**src/rtl/mem_port_arbiter.sv**
```systemverilog
// Arbiter sharing one single-ported main memory between the instruction-fetch (I) and data (D) ports.
// Fixed D priority with a starvation guard; one transaction at a time through IDLE -> ACCESS -> RESP.
module mem_port_arbiter #(
  parameter int ADDR_W     = 32,
  parameter int DATA_W     = 32,
  parameter int MEM_LAT    = 2,
  parameter int STARVE_MAX = 4,
  localparam int SC_W      = $clog2(STARVE_MAX + 1)
) (
  input  logic              Clk,
  input  logic              Reset,
  input  logic              IReq,
  input  logic [ADDR_W-1:0] IAddr,
  output logic [DATA_W-1:0] IRdata,
  output logic              IReady,
  input  logic              DReq,
  input  logic              DWe,
  input  logic [ADDR_W-1:0] DAddr,
  input  logic [DATA_W-1:0] DWdata,
  output logic [DATA_W-1:0] DRdata,
  output logic              DReady,
  output logic              MemEn,
  output logic              MemWe,
  output logic [ADDR_W-1:0] MemAddr,
  output logic [DATA_W-1:0] MemWdata,
  input  logic [DATA_W-1:0] MemRdata,
  output logic              Busy,
  output logic [1:0]        DbgState,
  output logic [SC_W-1:0]   DbgStarveCnt
);

  // Handshake: a requester raises Req with its fields stable and keeps them until its Ready pulse.
  // Ready is a single-cycle completion strobe; Req still high in the following IDLE is a new request.

  localparam int CNT_W = (MEM_LAT > 1) ? $clog2(MEM_LAT) : 1;

  localparam logic [1:0] S_IDLE   = 2'd0;
  localparam logic [1:0] S_ACCESS = 2'd1;
  localparam logic [1:0] S_RESP   = 2'd2;

  localparam logic [1:0] OWN_NONE = 2'd0;
  localparam logic [1:0] OWN_I    = 2'd1;
  localparam logic [1:0] OWN_D    = 2'd2;

  logic [1:0]        state_q, state_d;
  logic [1:0]        owner_q, owner_d;
  logic [CNT_W-1:0]  cnt_q, cnt_d;
  logic [SC_W-1:0]   starve_q, starve_d;
  logic              wr_q, wr_d;
  logic              mem_en_q, mem_en_d;
  logic              mem_we_q, mem_we_d;
  logic [ADDR_W-1:0] mem_addr_q, mem_addr_d;
  logic [DATA_W-1:0] mem_wdata_q, mem_wdata_d;
  logic [DATA_W-1:0] i_rdata_q, i_rdata_d;
  logic [DATA_W-1:0] d_rdata_q, d_rdata_d;
  logic              i_ready_q, i_ready_d;
  logic              d_ready_q, d_ready_d;
  logic              busy_q, busy_d;

  always_comb begin
    state_d     = state_q;
    owner_d     = owner_q;
    cnt_d       = cnt_q;
    starve_d    = starve_q;
    wr_d        = wr_q;
    mem_en_d    = 1'b0;
    mem_we_d    = 1'b0;
    mem_addr_d  = mem_addr_q;
    mem_wdata_d = mem_wdata_q;
    i_rdata_d   = i_rdata_q;
    d_rdata_d   = d_rdata_q;
    i_ready_d   = 1'b0;
    d_ready_d   = 1'b0;

    case (state_q)
      S_IDLE: begin
        if (IReq || DReq) begin
          state_d  = S_ACCESS;
          cnt_d    = CNT_W'(MEM_LAT - 1);
          mem_en_d = 1'b1;
          // I wins when alone, or when D has beaten a waiting I STARVE_MAX times in a row.
          if (IReq && (!DReq || starve_q == SC_W'(STARVE_MAX))) begin
            owner_d    = OWN_I;
            starve_d   = '0;
            wr_d       = 1'b0;
            mem_addr_d = IAddr;
          end else begin
            owner_d     = OWN_D;
            wr_d        = DWe;
            mem_we_d    = DWe;
            mem_addr_d  = DAddr;
            mem_wdata_d = DWdata;
            if (IReq && starve_q != SC_W'(STARVE_MAX)) begin
              starve_d = starve_q + SC_W'(1);
            end
          end
        end
      end
      S_ACCESS: begin
        if (cnt_q == '0) begin
          state_d = S_RESP;
          if (owner_q == OWN_I) begin
            i_rdata_d = MemRdata;
            i_ready_d = 1'b1;
          end else begin
            if (!wr_q) begin
              d_rdata_d = MemRdata;
            end
            d_ready_d = 1'b1;
          end
        end else begin
          cnt_d    = cnt_q - CNT_W'(1);
          mem_en_d = 1'b1;
        end
      end
      S_RESP: begin
        state_d = S_IDLE;
        owner_d = OWN_NONE;
      end
      default: begin
        state_d = S_IDLE;
        owner_d = OWN_NONE;
      end
    endcase

    busy_d = (state_d != S_IDLE);
  end

  always_ff @(posedge Clk or posedge Reset) begin
    if (Reset) begin
      state_q     <= S_IDLE;
      owner_q     <= OWN_NONE;
      cnt_q       <= '0;
      starve_q    <= '0;
      wr_q        <= 1'b0;
      mem_en_q    <= 1'b0;
      mem_we_q    <= 1'b0;
      mem_addr_q  <= '0;
      mem_wdata_q <= '0;
      i_rdata_q   <= '0;
      d_rdata_q   <= '0;
      i_ready_q   <= 1'b0;
      d_ready_q   <= 1'b0;
      busy_q      <= 1'b0;
    end else begin
      state_q     <= state_d;
      owner_q     <= owner_d;
      cnt_q       <= cnt_d;
      starve_q    <= starve_d;
      wr_q        <= wr_d;
      mem_en_q    <= mem_en_d;
      mem_we_q    <= mem_we_d;
      mem_addr_q  <= mem_addr_d;
      mem_wdata_q <= mem_wdata_d;
      i_rdata_q   <= i_rdata_d;
      d_rdata_q   <= d_rdata_d;
      i_ready_q   <= i_ready_d;
      d_ready_q   <= d_ready_d;
      busy_q      <= busy_d;
    end
  end

  assign IRdata       = i_rdata_q;
  assign IReady       = i_ready_q;
  assign DRdata       = d_rdata_q;
  assign DReady       = d_ready_q;
  assign MemEn        = mem_en_q;
  assign MemWe        = mem_we_q;
  assign MemAddr      = mem_addr_q;
  assign MemWdata     = mem_wdata_q;
  assign Busy         = busy_q;
  assign DbgState     = state_q;
  assign DbgStarveCnt = starve_q;

endmodule
```
**config.mk**
```make
export PLATFORM = sky130hd
export DESIGN_NAME = mem_port_arbiter
export DESIGN_NICKNAME = d
export VERILOG_FILES = /design/src/rtl/mem_port_arbiter.sv
export SDC_FILE = /design/constraint.sdc
export NUM_CORES = 1
export LEC_CHECK = 0
export CAP_MARGIN = 0
export CORE_UTILIZATION = 35
export DETAILED_ROUTE_END_ITERATION = 6
export PLACE_DENSITY = 0.81
export SLEW_MARGIN = 20
export SYNTH_ARGS = -nofsm -noshare
export SYNTH_HDL_FRONTEND = slang
export SYNTH_SLANG_ARGS = --single-unit
```
**constraint.sdc**
```tcl
create_clock -name Clk -period 16 [get_ports Clk]
set_input_delay 4.8 -clock Clk [delete_from_list [all_inputs] [get_ports Clk]]
set_output_delay 4.8 -clock Clk [all_outputs]
set_load 0.02 [all_outputs]
```
==> impl_metrics.json <==
{
  "status": "complete, no violations",
  "drt_iter0_markers": 135,
  "cp.arrival_ns": 6.67,
  "critPathMaxStageDelay_ns": 0.58,
  "async_reset_ff_frac": 1.00,
  "rows": 45,
  "power_density_nw_per_um2": 224,
  "nFillCells": 1221,
  "die_height_um": 128,
  "place_congestion": 0.766,
  "post_cts_resized": 0,
  "path_class": "input pin to flip-flop",
  "relSlewSlack": 0.411,
  "fp.dieArea_um2": 16500,
  "cts_buffers": 17,
  "die_w_um": 128,
  "grt_overflow": 0,
  "rsz0062_at_grt": "false",
  "post_synth.cell_area_avg_um2": 15.2,
  "nets": 773,
  "grt_pass1_vias": 4509,
  "worst_slew_pin_slew_ns": 0.883,
  "hold_viol": 0,
  "min_period_ns": 6.38,
  "clock_path_buffers": 2,
  "wl_um": 14900,
  "hold_path.class": "flip-flop to flip-flop",
  "setup_violations": 0,
  "wl_per_cell_um": 17.3,
  "ant_nets": 0,
  "drive_gt1_frac": 0.212,
  "gr-usage-all-layers": 0.188,
  "synth_cell_types": 29,
  "antenna_found_initial": 0,
  "synth_ff_type": "dfrtp_1",
  "cp_slowest_cell": "buf_4",
  "layout_commonest_cell": "clkdlybuf4s50_1",
  "grt_first_pass_wirelength_um": 23600,
  "clock_latency_ns": 0.41,
  "yosysSeqAreaShare": 0.635,
  "synth-edff-count": 0,
  "io_pins": 271,
  "clk_pin_slew_ns": 0.06,
  "worstPathRequired_ns": 16.29,
  "grt_max_degree": 74,
  "multi_input_area_um2": 1870,
  "total_power_w": 0.00205,
  "start_util": 0.363,
  "setup-tns-final_ns": 0,
  "vias_per_cell": 4.87,
  "synthesis.area_um2": 5600,
  "critPathMaxFanout": 64,
  "yosys_warnings": 0,
  "cp-end-kind": "flip-flop",
  "fmax_mhz": 157,
  "cts_tree": "yes",
  "numPortBuffers": 270,
  "cts_max_level": 4,
  "crit_chain": "clkdlybuf4s50_1 > nand3_1 > and3_2 > buf_4 > mux2_2",
  "synth_nets": 503,
  "slew_violations": 0,
  "ys_seq_elements": 142,
  "drcViolationCount": 0,
  "p_leak_nw": 3.80,
  "place_ws_ns": 9.22,
  "dr_total_vias": 4201,
  "syn_inst": 368,
  "ir_drop_uv": 121,
  "skew_ns": 0.00578,
  "setup_ws_ns": 9.62,
  "hpwl_um": 10800,
  "syn_to_final_growth_pct": 63.6,
  "dr.pass1.iters": 4,
  "post-cts-setup-buffers": 0,
  "coreArea_um2": 15400,
  "drv_cap": 0,
  "start_kind": "input pin",
  "clk_root_buffer_cell": "clkbuf_16",
  "clock-sinks": 142,
  "antenna_cells": 0,
  "hold_buffers": 0,
  "fin_crit_sh": 0.399,
  "layout_common_cells": "clkdlybuf4s50_1 (270), dfrtp_1 (142), mux2_2 (94)",
  "final-seq-area_um2": 3550
}
==> final timing paths <==
path / startpoint / slack, ns / endpoint / cells past startpoint
hold reg to reg: owner_q[0]$_DFFE_PP0P_ / 0.47 / owner_q[0]$_DFFE_PP0P_ / 1
setup / recovery: IReq / 9.62 / MemWdata[26]$_DFFE_PP0P_ / 5
min in group asynchronous: Reset / 4.88 / MemWdata[16]$_DFFE_PP0P_ / 2
hold / removal: owner_q[0]$_DFFE_PP0P_ / 0.47 / owner_q[0]$_DFFE_PP0P_ / 1
max in group asynchronous: Reset / 9.80 / IRdata[28]$_DFFE_PP0P_ / 3
setup reg to reg: DbgStarveCnt[0]$_DFFE_PP0P_ / 13.83 / MemWdata[26]$_DFFE_PP0P_ / 6
==> per-layer routing <==
metal	up-vias	part of all wire	GRT usage
li1	1901	-	-
met1	2094	0.38	0.209
met2	182	0.52	0.329
met3	24	0.076	0.0582
met4	0	0.023	0.0858
met5	-	0	0
==> synthesized netlist by cell type (2+ instances only) <==
cell type	instances	share of area
dfrtp_1	142	0.63
mux2_2	94	0.19
a21boi_0	34	0.046
a221o_1	32	0.057
buf_2	10	0.0089
inv_1	8	0.0054
clkbuf_1	7	0.0047
buf_6	6	0.012
o21ai_0	6	0.0054
nand2_1	4	0.0027
nor2_1	3	0.0020
a21o_1	2	0.0027
ha_1	2	0.0045
mux2_1	2	0.0040
nand3_1	2	0.0018
==> area by class of cell <==
cell class	count	share of cell area
Clock buffer	18	0.0469
Clock inverter	14	0.0290
Inverter	8	0.00383
Multi-Input combinational cell	194	0.204
Sequential cell	142	0.388
Tap cell	211	0.0288
Timing Repair Buffer	275	0.299
==> critical path: cells and delay by family <==
kind / cells / cell delay [ns]
AND/OR/NAND/NOR: 2 / 0.33
multiplexers: 1 / 0.42
buffers and inverters: 2 / 1.06
==> kinds of logic after synthesis <==
group,synth area share
compound gates,0.113
fa+ha+maj,0.00447
buf+inv,0.0324
flops,0.635
mux,0.193
simple gates,0.0221
==> registers in the layout (all words and copies together), names as in the netlist <==
| signal | flops |
|---|---|
| IRdata | 32 |
| DRdata | 32 |
| wr_q | 1 |
| Busy | 1 |
| DbgState | 2 |
| IReady | 1 |
| cnt_q | 1 |
| MemEn | 1 |
| DbgStarveCnt | 3 |
| MemWe | 1 |
| MemAddr | 32 |
| DReady | 1 |
| owner_q | 2 |
| MemWdata | 32 |
==> through the flow <==
step | instance area (um^2) | util | hold WS [ns] | cells
finish | 9160 | 0.594 | 0.472 | 862
CTS | 9160 | 0.594 | 0.480 | 862
global route | 9160 | 0.594 | 0.508 | 862
global placement | 8460 | 0.549 | 0.456 | 830
floorplan | 5600 | - | 0.442 | 368
detailed placement | 8460 | 0.549 | 0.467 | 830
==> report_power, final <==
| group | total [W] | switching, W | internal, W |
|---|---|---|---|
| clock network | 0.000458 | 0.000149 | 0.000309 |
| registers | 0.000639 | 0.0000995 | 0.000539 |
| logic | 0.000954 | 0.000449 | 0.000506 |
Power figures use the tool's default switching activity.
